`src/rtl/sync_fifo_mem_pkg.sv`:
```
// Shared types and helpers for the sync_fifo_mem storage block.
// The FIFO depth need not be a power of two, so pointer wrap uses an explicit compare.
package fifo_pkg;

   typedef enum logic {FIFO_REG = 1'b0, FIFO_FWFT = 1'b1} fifo_mode_e;

   localparam int CNT_W = 32;
   typedef logic [CNT_W-1:0] count_t;

   function automatic count_t next_ptr(input count_t ptr, input count_t depth);
      return (ptr == depth - 1) ? '0 : ptr + 1;
   endfunction

endpackage

```
`src/rtl/sync_fifo_mem_if.sv`:
```
// Producer/consumer bus of sync_fifo_mem.
// The master side drives requests; the slave side is the FIFO itself.
interface sync_fifo_mem_if #(
   parameter int DATA_WIDTH = 8,
   parameter int MEM_DEPTH  = 16
);
   localparam int PTR_WIDTH = $clog2(MEM_DEPTH);

   logic                  W_EN;
   logic [DATA_WIDTH-1:0] I_DATA;
   logic                  R_EN;
   logic                  CLR_ERR;
   logic [DATA_WIDTH-1:0] O_DATA;
   logic                  O_VALID;
   logic                  FULL;
   logic                  EMPTY;
   logic                  ALMOST_FULL;
   logic                  ALMOST_EMPTY;
   logic [PTR_WIDTH:0]    COUNT;
   logic                  OVERFLOW;
   logic                  UNDERFLOW;

   modport master (
      output W_EN, I_DATA, R_EN, CLR_ERR,
      input  O_DATA, O_VALID, FULL, EMPTY, ALMOST_FULL, ALMOST_EMPTY, COUNT, OVERFLOW, UNDERFLOW
   );

   modport slave (
      input  W_EN, I_DATA, R_EN, CLR_ERR,
      output O_DATA, O_VALID, FULL, EMPTY, ALMOST_FULL, ALMOST_EMPTY, COUNT, OVERFLOW, UNDERFLOW
   );
endinterface

```
`src/rtl/sync_fifo_mem_ptr_wrap.sv`:
```
// FIFO address pointer: advances by one on inc_i, wraps MEM_DEPTH-1 -> 0.
// Used for both the write and the read pointer.
module fifo_ptr_wrap
   import fifo_pkg::*;
#(
   parameter int PTR_WIDTH = 4,
   parameter int MEM_DEPTH = 16
) (
   input  logic                 clk_i,
   input  logic                 rst_ni,
   input  logic                 inc_i,
   output logic [PTR_WIDTH-1:0] ptr_o
);
   logic [PTR_WIDTH-1:0] ptr_q, ptr_d;

   always_comb begin
      ptr_d = ptr_q;
      if (inc_i) ptr_d = PTR_WIDTH'(next_ptr(count_t'(ptr_q), count_t'(MEM_DEPTH)));
   end

   always_ff @(posedge clk_i) begin
      if (!rst_ni) ptr_q <= '0;
      else         ptr_q <= ptr_d;
   end

   assign ptr_o = ptr_q;
endmodule

```
`src/rtl/sync_fifo_mem.sv`:
```
// Single-clock FIFO with occupancy count, threshold flags, sticky error flags
// and a choice of registered or first-word-fall-through read.
module sync_fifo_mem
   import fifo_pkg::*;
#(
   parameter int DATA_WIDTH    = 8,
   parameter int MEM_DEPTH     = 16,
   parameter int AFULL_THRESH  = MEM_DEPTH - 2,
   parameter int AEMPTY_THRESH = 2,
   parameter int FWFT          = 0
) (
   input logic            CLK,
   input logic            RST_N,
   sync_fifo_mem_if.slave bus
);
   localparam int PTR_WIDTH = $clog2(MEM_DEPTH);
   localparam int CW        = PTR_WIDTH + 1;
   localparam fifo_mode_e MODE = (FWFT != 0) ? FIFO_FWFT : FIFO_REG;
   localparam logic [CW-1:0] DEPTH_C  = CW'(MEM_DEPTH);
   localparam logic [CW-1:0] AFULL_C  = CW'(AFULL_THRESH);
   localparam logic [CW-1:0] AEMPTY_C = CW'(AEMPTY_THRESH);

   logic [DATA_WIDTH-1:0] mem_q [MEM_DEPTH];
   logic [PTR_WIDTH-1:0]  wptr, rptr;
   logic [CW-1:0]         count_q, count_d;
   logic [DATA_WIDTH-1:0] odata_q;
   logic                  ovalid_q, ovf_q, unf_q;
   logic                  empty, full, rd_ok, wr_ok;

   assign empty = (count_q == '0);
   assign full  = (count_q == DEPTH_C);
   assign rd_ok = bus.R_EN & ~empty;
   // A write into a full FIFO is fine when a read frees a slot in the same cycle.
   assign wr_ok = bus.W_EN & (~full | rd_ok);

   fifo_ptr_wrap #(.PTR_WIDTH(PTR_WIDTH), .MEM_DEPTH(MEM_DEPTH)) u_wptr (
      .clk_i(CLK), .rst_ni(RST_N), .inc_i(wr_ok), .ptr_o(wptr)
   );

   fifo_ptr_wrap #(.PTR_WIDTH(PTR_WIDTH), .MEM_DEPTH(MEM_DEPTH)) u_rptr (
      .clk_i(CLK), .rst_ni(RST_N), .inc_i(rd_ok), .ptr_o(rptr)
   );

   always_comb begin
      count_d = count_q;
      if (wr_ok && !rd_ok)      count_d = count_q + 1'b1;
      else if (rd_ok && !wr_ok) count_d = count_q - 1'b1;
   end

   always_ff @(posedge CLK) begin
      if (wr_ok) mem_q[wptr] <= bus.I_DATA;
   end

   // Error flags: a new rejection in the same cycle as CLR_ERR keeps the flag set.
   always_ff @(posedge CLK) begin
      if (!RST_N) begin
         count_q  <= '0;
         odata_q  <= '0;
         ovalid_q <= 1'b0;
         ovf_q    <= 1'b0;
         unf_q    <= 1'b0;
      end else begin
         count_q  <= count_d;
         ovalid_q <= rd_ok;
         if (rd_ok) odata_q <= mem_q[rptr];
         ovf_q    <= (bus.W_EN & ~wr_ok) | (~bus.CLR_ERR & ovf_q);
         unf_q    <= (bus.R_EN & ~rd_ok) | (~bus.CLR_ERR & unf_q);
      end
   end

   assign bus.O_DATA       = (MODE == FIFO_FWFT) ? mem_q[rptr] : odata_q;
   assign bus.O_VALID      = (MODE == FIFO_FWFT) ? ~empty : ovalid_q;
   assign bus.FULL         = full;
   assign bus.EMPTY        = empty;
   assign bus.ALMOST_FULL  = (count_q >= AFULL_C);
   assign bus.ALMOST_EMPTY = (count_q <= AEMPTY_C);
   assign bus.COUNT        = count_q;
   assign bus.OVERFLOW     = ovf_q;
   assign bus.UNDERFLOW    = unf_q;
endmodule
```
`src/flat_wrapper.sv`:
```
// flat-port wrapper written by rule: the top's interface ports become plain ports
module sync_fifo_mem_flat import fifo_pkg::*;
#(
   parameter int DATA_WIDTH    = 8,
   parameter int MEM_DEPTH     = 16,
   parameter int AFULL_THRESH  = MEM_DEPTH - 2,
   parameter int AEMPTY_THRESH = 2,
   parameter int FWFT          = 0
)
  (CLK, RST_N, bus_W_EN, bus_I_DATA, bus_R_EN, bus_CLR_ERR, bus_O_DATA, bus_O_VALID, bus_FULL, bus_EMPTY, bus_ALMOST_FULL, bus_ALMOST_EMPTY, bus_COUNT, bus_OVERFLOW, bus_UNDERFLOW);
  sync_fifo_mem_if #(.DATA_WIDTH(DATA_WIDTH), .MEM_DEPTH(MEM_DEPTH)) bus_i ();
  input logic CLK;
  input logic RST_N;
  input wire logic [$bits(bus_i.W_EN)-1:0] bus_W_EN;
  input wire logic [$bits(bus_i.I_DATA)-1:0] bus_I_DATA;
  input wire logic [$bits(bus_i.R_EN)-1:0] bus_R_EN;
  input wire logic [$bits(bus_i.CLR_ERR)-1:0] bus_CLR_ERR;
  output wire logic [$bits(bus_i.O_DATA)-1:0] bus_O_DATA;
  output wire logic [$bits(bus_i.O_VALID)-1:0] bus_O_VALID;
  output wire logic [$bits(bus_i.FULL)-1:0] bus_FULL;
  output wire logic [$bits(bus_i.EMPTY)-1:0] bus_EMPTY;
  output wire logic [$bits(bus_i.ALMOST_FULL)-1:0] bus_ALMOST_FULL;
  output wire logic [$bits(bus_i.ALMOST_EMPTY)-1:0] bus_ALMOST_EMPTY;
  output wire logic [$bits(bus_i.COUNT)-1:0] bus_COUNT;
  output wire logic [$bits(bus_i.OVERFLOW)-1:0] bus_OVERFLOW;
  output wire logic [$bits(bus_i.UNDERFLOW)-1:0] bus_UNDERFLOW;
  assign bus_i.W_EN = bus_W_EN;
  assign bus_i.I_DATA = bus_I_DATA;
  assign bus_i.R_EN = bus_R_EN;
  assign bus_i.CLR_ERR = bus_CLR_ERR;
  assign bus_O_DATA = bus_i.O_DATA;
  assign bus_O_VALID = bus_i.O_VALID;
  assign bus_FULL = bus_i.FULL;
  assign bus_EMPTY = bus_i.EMPTY;
  assign bus_ALMOST_FULL = bus_i.ALMOST_FULL;
  assign bus_ALMOST_EMPTY = bus_i.ALMOST_EMPTY;
  assign bus_COUNT = bus_i.COUNT;
  assign bus_OVERFLOW = bus_i.OVERFLOW;
  assign bus_UNDERFLOW = bus_i.UNDERFLOW;
  sync_fifo_mem #(.DATA_WIDTH(DATA_WIDTH), .MEM_DEPTH(MEM_DEPTH), .AFULL_THRESH(AFULL_THRESH), .AEMPTY_THRESH(AEMPTY_THRESH), .FWFT(FWFT)) u_core (.CLK(CLK), .RST_N(RST_N), .bus(bus_i));
endmodule
```
`config.mk`:
```
export PLATFORM = sky130hd
export DESIGN_NAME = sync_fifo_mem_flat
export DESIGN_NICKNAME = d
export VERILOG_FILES = /design/src/rtl/sync_fifo_mem_pkg.sv /design/src/rtl/sync_fifo_mem_if.sv /design/src/rtl/sync_fifo_mem_ptr_wrap.sv /design/src/rtl/sync_fifo_mem.sv /design/src/flat_wrapper.sv
export SDC_FILE = /design/constraint.sdc
export NUM_CORES = 1
export LEC_CHECK = 0
export ABC_CLOCK_PERIOD_IN_PS = 6100
export CAP_MARGIN = 10
export CORE_UTILIZATION = 65
export CTS_BUF_LIST = sky130_fd_sc_hd__clkbuf_4
export DETAILED_ROUTE_END_ITERATION = 8
export GPL_TIMING_DRIVEN = 0
export PLACE_DENSITY = 0.86
export SYNTH_ARGS = -nofsm -noshare
export SYNTH_HDL_FRONTEND = slang
export SYNTH_SLANG_ARGS = --single-unit
```
`constraint.sdc`:
```
create_clock -name CLK -period 6.1 [get_ports CLK]
set_input_delay 1.22 -clock CLK [delete_from_list [all_inputs] [get_ports CLK]]
set_output_delay 1.22 -clock CLK [all_outputs]
set_load 0.01 [all_outputs]
```
==> results of run 1 <==
## state kept, by name (all words and copies together) (netlist names)
name and flops:
u_core.bus.OVERFLOW 1, u_core.bus.UNDERFLOW 1, u_core.u_wptr.ptr_o 4, u_core.mem_q 128, u_core.bus.O_VALID 1, u_core.bus.COUNT 5, u_core.bus.O_DATA 8, u_core.u_rptr.ptr_o 4
## power by group through the flow
stage / Clock (uW) / Combinational, uW / Sequential, uW
after CTS: 675 / 522 / 1220
after detailed placement: 0 / 519 / 1240
after floorplan: 0 / 317 / 1250
after global routing: 714 / 563 / 1220
after global placement: 0 / 499 / 1240
final: 669 / 519 / 1220
## stage by stage
stage               hold slack [ps]  utilization
detailed placement            478.4       0.7373
global route                  543.4       0.7731
global placement              469.2       0.7342
CTS                           510.2       0.7731
floorplan                     513.0            -
finish                        507.2       0.7731
## final cells by class
class	instances	area (um2)	share of cell area
Tap cell	108	135.1	0.01966
Timing Repair Buffer	34	332.8	0.04842
Sequential cell	152	4324	0.6291
Clock inverter	14	191.4	0.02785
Clock buffer	17	127.6	0.01857
Multi-Input combinational cell	163	1655	0.2408
Inverter	5	18.77	0.002730
Buffer	19	88.84	0.01292
## worst register-to-register path, cell delays in order (launching register included)
cell	delay, ps
sky130_fd_sc_hd__dfxtp_1	400
sky130_fd_sc_hd__or4_1	530
sky130_fd_sc_hd__buf_2	180
sky130_fd_sc_hd__o21a_1	260
sky130_fd_sc_hd__inv_2	100
sky130_fd_sc_hd__buf_4	190
sky130_fd_sc_hd__ha_1	180
sky130_fd_sc_hd__inv_1	100
sky130_fd_sc_hd__fa_1	410
sky130_fd_sc_hd__a21o_1	170
sky130_fd_sc_hd__a21oi_1	180
sky130_fd_sc_hd__mux2i_1	250
sky130_fd_sc_hd__mux2i_1	190
## worst max path at each step
stage | from | to | slack, ps | cells after the start
global placement | bus_R_EN | u_core.bus.COUNT[4] | 2260 | 11
detailed placement | bus_R_EN | u_core.bus.COUNT[4] | 2230 | 11
finish | u_core.bus.COUNT[0] | bus_EMPTY | 2550 | 4
global route | u_core.bus.COUNT[0] | bus_EMPTY | 2400 | 4
CTS | u_core.bus.COUNT[0] | bus_EMPTY | 2500 | 4
floorplan | bus_R_EN | u_core.bus.COUNT[4] | 3070 | 9
## logic make-up after synthesis
logic type	count (synthesis)	synth area share
compound gates	30	0.03785
xor+xnor	5	0.007200
fa+ha+maj	10	0.02181
mux	53	0.1531
simple gates	65	0.05143
buf+inv	24	0.01769
flops	152	0.7110
## cell usage after synthesis, types with 2 or more instances
cell / number
sky130_fd_sc_hd__edfxtp_1: 128
sky130_fd_sc_hd__mux4_2: 32
sky130_fd_sc_hd__dfxtp_1: 24
sky130_fd_sc_hd__mux2i_1: 21
sky130_fd_sc_hd__nor2_1: 18
sky130_fd_sc_hd__nand2_1: 14
sky130_fd_sc_hd__clkbuf_1: 12
sky130_fd_sc_hd__nand3_1: 11
sky130_fd_sc_hd__ha_1: 9
sky130_fd_sc_hd__o221ai_1: 8
sky130_fd_sc_hd__nor2b_1: 6
sky130_fd_sc_hd__a21oi_1: 5
sky130_fd_sc_hd__and2_1: 5
sky130_fd_sc_hd__buf_2: 5
sky130_fd_sc_hd__inv_1: 4
sky130_fd_sc_hd__nor3_1: 4
sky130_fd_sc_hd__xnor2_1: 4
sky130_fd_sc_hd__nand2b_1: 3
sky130_fd_sc_hd__a21o_1: 2
sky130_fd_sc_hd__a31oi_1: 2
sky130_fd_sc_hd__o21a_1: 2
sky130_fd_sc_hd__o21ai_0: 2
## layer usage
metal  track usage  up-vias
met5             0        -
met3       0.08298       28
li1              -     1463
met1        0.3299     1596
met4        0.1401        0
met2        0.4523      179
==> results.json, run 1 <==
{
  "num-fill-cells": 504,
  "startpoint_of_the_most_critical_register_to_register_path": "u_core.bus.COUNT[0]",
  "worst_pin_slew_ps": 1082,
  "run_status": "finished clean",
  "synth_top_area_frac": 0.6320,
  "tritoncts_num_sinks": 152,
  "global_routing_usage_summed_across_all_routing_layers": 0.2736,
  "r2r_slack_ps": 2900,
  "critPathCaptureType": "primary output",
  "hp-start": "u_core.bus.O_DATA[4]",
  "dr.pass1.iters": 5,
  "synth_sequential_area_ratio": 0.7110,
  "synth_cells": 339,
  "worstPathBufferInverterCount": 2,
  "cp_top_family": "buffers and inverters",
  "fraction_of_power_consumed_by_sequential_logic": 0.506,
  "grt_pass1_wl_mm": 18.33,
  "synth.yosys.warnings": 0,
  "place.gp.congestion": 0.8006,
  "drv_cap": 0,
  "post_cts_hold_buffer_count": 0,
  "maxClockFrequency_mhz": 281.4,
  "fin_crit_sh": 0.5826,
  "cts_tree": "built",
  "route.detailed.drc": 0,
  "drt_wl_total_mm": 11.84,
  "setup-violations-final": 0,
  "overflow": 0,
  "dp_cells": 481,
  "synth_area_leader_cell": "sky130_fd_sc_hd__edfxtp_1",
  "routedWlPerCell_um": 23.13,
  "ant_nets": 0,
  "cp_data_arrival_time_ps": 2330,
  "final-hold-violation-count": 0,
  "relSlewSlack": 0.2763,
  "most_common_cell_after_layout_fill_and_taps_aside": "sky130_fd_sc_hd__edfxtp_1",
  "ir_worst_vdd_uv": 252.6,
  "detailroute.via_count": 3266,
  "start_kind": "register",
  "period_needed_ps": 3554,
  "clk_root_buffer_cell": "sky130_fd_sc_hd__clkbuf_4",
  "finish.net_count": 415,
  "worstHoldPathCells": 2,
  "place_hpwl_mm": 7.763,
  "yosys-top-cells-area": "sky130_fd_sc_hd__edfxtp_1 (63%), sky130_fd_sc_hd__mux4_2 (12%), sky130_fd_sc_hd__dfxtp_1 (7.9%), sky130_fd_sc_hd__mux2i_1 (3.5%), sky130_fd_sc_hd__ha_1 (1.9%)",
  "postSynth.asyncResetShare": 0,
  "timing.setup.critical_path_class": "register to primary output",
  "crit_path_cell_trace": "or4_1 > buf_2 > nor2_1 > clkdlybuf4s50_1",
  "layout.cells.most_common_list": "sky130_fd_sc_hd__edfxtp_1 (128), sky130_fd_sc_hd__mux4_2 (32), sky130_fd_sc_hd__clkdlybuf4s50_1 (31)",
  "clock-skew-final_ps": 21.36,
  "comb_power_share": 0.216,
  "drive_gt1_frac": 0.1881,
  "power.total_uw": 2407,
  "yosysUniqueCellTypes": 40,
  "die-height_um": 98.73,
  "switchingPower_uw": 676.1,
  "postcts_resize_cnt": 0,
  "grt_max_degree": 17,
  "worstRegToRegCells": 12,
  "crit_path_largest_cell_delay_ps": 550,
  "cellInternalPower_uw": 1730,
  "via_per_inst": 6.379,
  "worst_path_fanout_max": 7,
  "met3_wirelength_mm": 1.088,
  "power.share.switching": 0.2809,
  "dpl_cell_area_um2": 6555,
  "finalSetupTns_ps": 0,
  "area_growth_synth_to_finish_pct": 13.02,
  "grt_setup_unrepaired": "no",
  "antenna_cells": 0,
  "detailedRoute.firstIterationViolations": 286,
  "slowest_stage": "sky130_fd_sc_hd__clkdlybuf4s50_1",
  "synth_area_um2": 6082,
  "postLayoutSetupSlackWorst_ps": 2546,
  "postCtsSetupBuffers": 0,
  "clockPowerShare": 0.278,
  "timing.final.max_slew_violations": 0,
  "power.density_cell_area_nw_per_um2": 350.1,
  "post-place-ws_ps": 2225,
  "floorplan.rows": 34,
  "leakage_uw": 0.002215,
  "fp.coreArea_um2": 8891,
  "clkTransAtPathRegs_ps": 140,
  "io-pin-count": 33,
  "synth-edff-count": 128,
  "chipWidth_um": 98.73,
  "final_cell_count_no_fill": 512,
  "hold_path.class": "register to register",
  "htree_levels": 4,
  "via_count_of_the_first_global_routing_pass": 3374,
  "postSynthNetCount": 362,
  "cp_data_required_time_ps": 4880,
  "stdcell_area_um2": 6874,
  "r2r_end": "u_core.bus.COUNT[4]",
  "synth_ff_type": "sky130_fd_sc_hd__edfxtp_1",
  "number_of_synthesized_register_bits": 152,
  "initial_antenna_violation_count": 0,
  "port-buffer-count": 31,
  "met2WireLength_mm": 6.096,
  "insertion_delay_ps": 550,
  "topRoutingLayerUsed": "met4",
  "clock_path_buffers": 2,
  "dieArea_um2": 9748,
  "hold-path-endpoint": "u_core.bus.O_DATA[4]",
  "floorplan.initialDensity": 0.6841,
  "syn_area_per_cell_um2": 17.94,
  "wire_length_the_detailed_router_placed_on_met1_mm": 4.317,
  "cts-buffers-inserted": 17
}
No activity file was read; power rests on OpenSTA's default activity.
==> run 2, diff against run 1 <==
- ABC_CLOCK_PERIOD_IN_PS: 6100 -> 3310
- CORE_UTILIZATION: 65 -> 62
- PLACE_DENSITY: 0.86 -> 0.82
- clock period: 6.1 -> 3.31 ns (I/O delays scaled with it)
==> results.json, run 2 (synthesis gave the netlist of run 1 again) <==
{
  "run_status": "finished clean",
  "cellInternalPower_uw": 3044,
  "power.total_uw": 4280,
  "fin_crit_sh": 0.9343,
  "critPathCaptureType": "register",
  "port-buffer-count": 31,
  "top_register": "u_core.mem_q",
  "die-height_um": 101.0,
  "cp_data_required_time_ps": 3760,
  "area_growth_synth_to_finish_pct": 12.75,
  "floorplan.rows": 35,
  "fp.coreArea_um2": 9371,
  "antenna_cells": 0,
  "clock_path_buffers": 2,
  "timing.final.max_slew_violations": 0,
  "post_cts_hold_buffer_count": 0,
  "largest_register_ffs": 128,
  "grt_pass1_wl_mm": 18.06,
  "overflow": 0,
  "worst_pin_slew_ps": 1034,
  "leakage_uw": 0.002195,
  "worst_path_fanout_max": 10,
  "slowest_stage": "sky130_fd_sc_hd__or4_1",
  "switchingPower_uw": 1235,
  "floorplan.initialDensity": 0.6490,
  "drive_gt1_frac": 0.1975,
  "dieArea_um2": 10210,
  "final_cell_count_no_fill": 534,
  "clk_root_buffer_cell": "sky130_fd_sc_hd__clkbuf_4",
  "finish.net_count": 416,
  "grt_max_degree": 17,
  "fraction_of_power_consumed_by_sequential_logic": 0.526,
  "drv_cap": 0,
  "power.density_cell_area_nw_per_um2": 624.1,
  "via_count_of_the_first_global_routing_pass": 3369,
  "final-hold-violation-count": 0,
  "place_hpwl_mm": 7.882,
  "drt_wl_total_mm": 11.83,
  "initial_antenna_violation_count": 0,
  "detailroute.via_count": 3283,
  "comb_power_share": 0.226,
  "postCtsSetupBuffers": 0,
  "tritoncts_num_sinks": 152,
  "clock-skew-final_ps": 13.69,
  "dp_cells": 501,
  "cp_data_arrival_time_ps": 3540,
  "layout.cells.most_common_list": "sky130_fd_sc_hd__edfxtp_1 (128), sky130_fd_sc_hd__mux4_2 (32), sky130_fd_sc_hd__clkdlybuf4s50_1 (31)",
  "start_kind": "register",
  "dpl_cell_area_um2": 6569,
  "timing.setup.critical_path_class": "register to register",
  "cts-buffers-inserted": 17,
  "most_common_cell_after_layout_fill_and_taps_aside": "sky130_fd_sc_hd__edfxtp_1",
  "final_core_util": 0.7318,
  "crit_path_cell_trace": "or4_1 > buf_2 > o21a_2 > inv_2 > buf_4 > ha_1 > inv_1 > fa_2 > a21o_1 > a21oi_1 > mux2i_1 > mux2i_1",
  "htree_levels": 4,
  "place.gp.congestion": 0.8011,
  "fin_hold_ws_ps": 512.2,
  "global_routing_usage_summed_across_all_routing_layers": 0.2578,
  "crit_path_largest_cell_delay_ps": 520,
  "maxClockFrequency_mhz": 323.4,
  "route.detailed.drc": 0,
  "cts_tree": "built",
  "hold_path.class": "register to register",
  "clkTransAtPathRegs_ps": 130,
  "via_per_inst": 6.148,
  "dr.pass1.iters": 5,
  "setup-violations-final": 0,
  "clockPowerShare": 0.248,
  "ir_worst_vdd_uv": 367.0,
  "stdcell_area_um2": 6858,
  "period_needed_ps": 3093,
  "critPathMostFrequentCell": "sky130_fd_sc_hd__mux2i_1",
  "io-pin-count": 33,
  "power.share.switching": 0.2886,
  "chipWidth_um": 101.0,
  "insertion_delay_ps": 510,
  "grt_setup_unrepaired": "no",
  "ant_nets": 0,
  "detailedRoute.firstIterationViolations": 195,
  "routedWlPerCell_um": 22.16,
  "relSlewSlack": 0.3080
}
==> run 2: changes by cell type in the layout (fill, tap and decap cells not counted), sizes merged <==
cell,before,now
clkinv,2,3
bufinv,3,1
inv,10,11
buf,10,11
==> run 2: final timing paths <==
| check | start | endpoint | slack (ps) | cells past startpoint |
|---|---|---|---|---|
| setup / recovery | u_core.bus.COUNT[0] | u_core.bus.COUNT[4] | 220 | 12 |
| hold / removal | u_core.bus.O_DATA[6] | u_core.bus.O_DATA[6] | 510 | 2 |
| setup reg to reg | u_core.bus.COUNT[0] | u_core.bus.COUNT[4] | 220 | 12 |
| hold reg to reg | u_core.bus.O_DATA[6] | u_core.bus.O_DATA[6] | 510 | 2 |
==> run 2: worst max-delay path, delay by kind of cell, from the launching register on <==
family | cells | cell delay [ps]
AND/OR/NAND/NOR | 1 | 520
buffers and inverters | 4 | 560
AO/OA/AOI/OAI | 3 | 600
adder cells (fa/ha/maj) | 2 | 560
flip-flops | 1 | 380
multiplexers | 2 | 420
==> run 2: repair_timing <==
item | 4_1_cts | 5_1_grt
hold endpoints to repair | 0 | 0
gates resized for setup | 0 | 4
setup endpoints to repair | 0 | 1
==> run 2: layout make-up <==
| class | instances | area (um2) |
|---|---|---|
| Tap cell | 129 | 161.4 |
| Timing Repair Buffer | 35 | 340.3 |
| Sequential cell | 152 | 4327 |
| Fill cell | 586 | 2514 |
| Multi-Input combinational cell | 163 | 1654 |
| Clock inverter | 14 | 140.1 |
| Buffer | 19 | 88.84 |
| Clock buffer | 17 | 127.6 |
| Inverter | 5 | 18.77 |
==> run 2: per-layer routing <==
metal | vias up | share of wire | track usage
met3 | 14 | 0.087 | 0.06449
met2 | 164 | 0.53 | 0.4375
met1 | 1642 | 0.37 | 0.3193
met4 | 0 | 0.015 | 0.1048
li1 | 1463 | - | -
met5 | - | 0 | 0
==> run 2: power groups by stage <==
stage	Clock [uW]	Combinational [uW]	Sequential, uW
global route	1150	1050	2260
CTS	1080	966	2250
global placement	0	920	2290
finish	1060	966	2250
floorplan	0	584	2300
detailed placement	0	962	2290
==> run 2: through the flow <==
| step | setup TNS [ps] | worst slack, ps |
|---|---|---|
| 2_1_floorplan | 0 | 381.4 |
| 3_3_place_gp | 0 | 22.32 |
| 3_5_place_dp | -21.93 | -21.93 |
| 4_1_cts | 0 | 92.42 |
| 5_1_grt | 0 | 9.572 |
| 6_report | 0 | 217.5 |
==> run 3, diff against run 2 <==
- REMOVE_ABC_BUFFERS: unset -> 1
==> results.json, run 3 (synthesis gave the netlist of run 1 again) <==
{
  "largest_register_ffs": 128,
  "period_needed_ps": 3118,
  "postLayoutSetupSlackWorst_ps": 191.9,
  "most_common_cell_after_layout_fill_and_taps_aside": "sky130_fd_sc_hd__edfxtp_1",
  "grt_max_degree": 37,
  "critPathMostFrequentCell": "sky130_fd_sc_hd__mux2i_1",
  "crit_path_largest_cell_delay_ps": 620,
  "io-pin-count": 33,
  "run_status": "finished clean",
  "overflow": 0,
  "drv_cap": 0,
  "drive_gt1_frac": 0.1907,
  "clkTransAtPathRegs_ps": 140,
  "cp_top_family": "compound AO/OA/AOI/OAI gates",
  "place_hpwl_mm": 7.177,
  "stdcell_area_um2": 6819,
  "floorplan.initialDensity": 0.6490,
  "final_cell_count_no_fill": 517,
  "ir_worst_vdd_uv": 328.8,
  "maxClockFrequency_mhz": 320.7,
  "port-buffer-count": 32,
  "via_count_of_the_first_global_routing_pass": 3035,
  "worstRegToRegCells": 10,
  "area_growth_synth_to_finish_pct": 12.12,
  "leakage_uw": 0.002172,
  "cts-buffers-inserted": 17,
  "worstPathBufferInverterCount": 2,
  "dieArea_um2": 10210,
  "place.gp.congestion": 0.7658,
  "crit_path_cell_trace": "or4_4 > o21a_1 > inv_4 > ha_1 > inv_1 > fa_1 > a21o_1 > a21oi_1 > mux2i_1 > mux2i_1",
  "num-fill-cells": 587,
  "initial_antenna_violation_count": 0,
  "detailroute.via_count": 3206,
  "post-place-ws_ps": -24.69,
  "r2r_slack_ps": 190,
  "timing.setup.critical_path_class": "register to register",
  "via_per_inst": 6.201,
  "tritoncts_num_sinks": 152,
  "fp.coreArea_um2": 9371,
  "timing.final.max_slew_violations": 0,
  "insertion_delay_ps": 540,
  "floorplan.rows": 35,
  "clock-skew-final_ps": 21.44,
  "slowest_stage": "sky130_fd_sc_hd__or4_4",
  "worstHoldPathCells": 2,
  "chipWidth_um": 101.0,
  "dpl_cell_area_um2": 6523,
  "antenna_cells": 0,
  "cp.depth": 10,
  "global_routing_usage_summed_across_all_routing_layers": 0.2396,
  "power.density_cell_area_nw_per_um2": 633.7,
  "cp_data_required_time_ps": 3780,
  "clk_root_buffer_cell": "sky130_fd_sc_hd__clkbuf_4",
  "worst_path_fanout_max": 12,
  "relSlewSlack": 0.1801,
  "startpoint_of_the_most_critical_register_to_register_path": "u_core.bus.COUNT[0]",
  "die-height_um": 101.0,
  "detailedRoute.firstIterationViolations": 201,
  "r2r_end": "u_core.bus.COUNT[4]",
  "clock_path_buffers": 2,
  "critical_path_source": "u_core.bus.COUNT[0]",
  "worst_pin_slew_ps": 1228,
  "layout.cells.most_common_list": "sky130_fd_sc_hd__edfxtp_1 (128), sky130_fd_sc_hd__mux4_2 (32), sky130_fd_sc_hd__clkdlybuf4s50_1 (32)",
  "ant_nets": 0,
  "hold_path.class": "register to register",
  "grt_pass1_wl_mm": 16.99,
  "finalSetupTns_ps": 0,
  "cp_data_arrival_time_ps": 3590,
  "final_core_util": 0.7276,
  "grt_setup_unrepaired": "no",
  "fin_crit_sh": 0.9420,
  "finish.net_count": 398,
  "crit_path_capture": "u_core.bus.COUNT[4]",
  "dp_cells": 485,
  "cts_tree": "built",
  "final-hold-violation-count": 0,
  "htree_levels": 4,
  "top_register": "u_core.mem_q",
  "routedWlPerCell_um": 21.25,
  "post_cts_hold_buffer_count": 0,
  "route.detailed.drc": 0,
  "start_kind": "register",
  "critPathCaptureType": "register",
  "dr.pass1.iters": 6,
  "setup-violations-final": 0,
  "drt_wl_total_mm": 10.98
}
[run 3: changes by cell type in the layout (fill, tap and decap cells not counted), sizes merged]
cell	change
clkinvlp	-1
buf	-7
clkbuf	-11
clkdlybuf4s50	+1
inv	+1
[run 3: cell type report]
type	count	area, um2	share of cell area
clock inverters	14	155.1	0.02275
repair buffers	36	360.3	0.05284
clock buffers	18	135.1	0.01982
flip-flops and latches	152	4327	0.6345
multi-input cells	163	1659	0.2433
well taps	129	161.4	0.02367
inverters	5	21.27	0.003119
[run 3: worst min-delay path by stage]
stage,slack (ps),start,to
2_1_floorplan,510,u_core.u_rptr.ptr_o[3],u_core.u_rptr.ptr_o[3]
3_5_place_dp,490,u_core.bus.O_DATA[5],u_core.bus.O_DATA[5]
3_3_place_gp,480,u_core.bus.O_DATA[7],u_core.bus.O_DATA[7]
5_1_grt,550,u_core.bus.O_DATA[0],u_core.bus.O_DATA[0]
6_report,520,u_core.bus.O_DATA[7],u_core.bus.O_DATA[7]
4_1_cts,520,u_core.bus.O_DATA[0],u_core.bus.O_DATA[0]
[run 3: worst min-delay path, stage by stage (launching register included)]
cell and delay (ps):
sky130_fd_sc_hd__dfxtp_1 360, sky130_fd_sc_hd__nand3_1 70, sky130_fd_sc_hd__o221ai_1 70
[run 3: report_power, final]
part | internal [uW] | switching (uW) | total (uW)
sequential | 2170 | 151 | 2320
clock | 413 | 717 | 1130
combinational | 477 | 391 | 868
[run 3: metal layers]
metal  global-route usage  wire length [um]
met3              0.06380               750
met2               0.3705              5375
met1               0.3352              4636
met5                    0                 0
met4              0.08250               221
[run 3: per-stage QoR]
stage / hold WS [ps] / total power (uW)
6_report: 516.4 / 4322
5_1_grt: 550.3 / 4491
4_1_cts: 523.4 / 4335
3_5_place_dp: 491.7 / 3224
3_3_place_gp: 477.8 / 3186
2_1_floorplan: 513.0 / 2855
[run 3: what timing repair did]
action,CTS,global route
buffers inserted,0,0
resized for setup,0,2
setup endpoints to repair,0,1
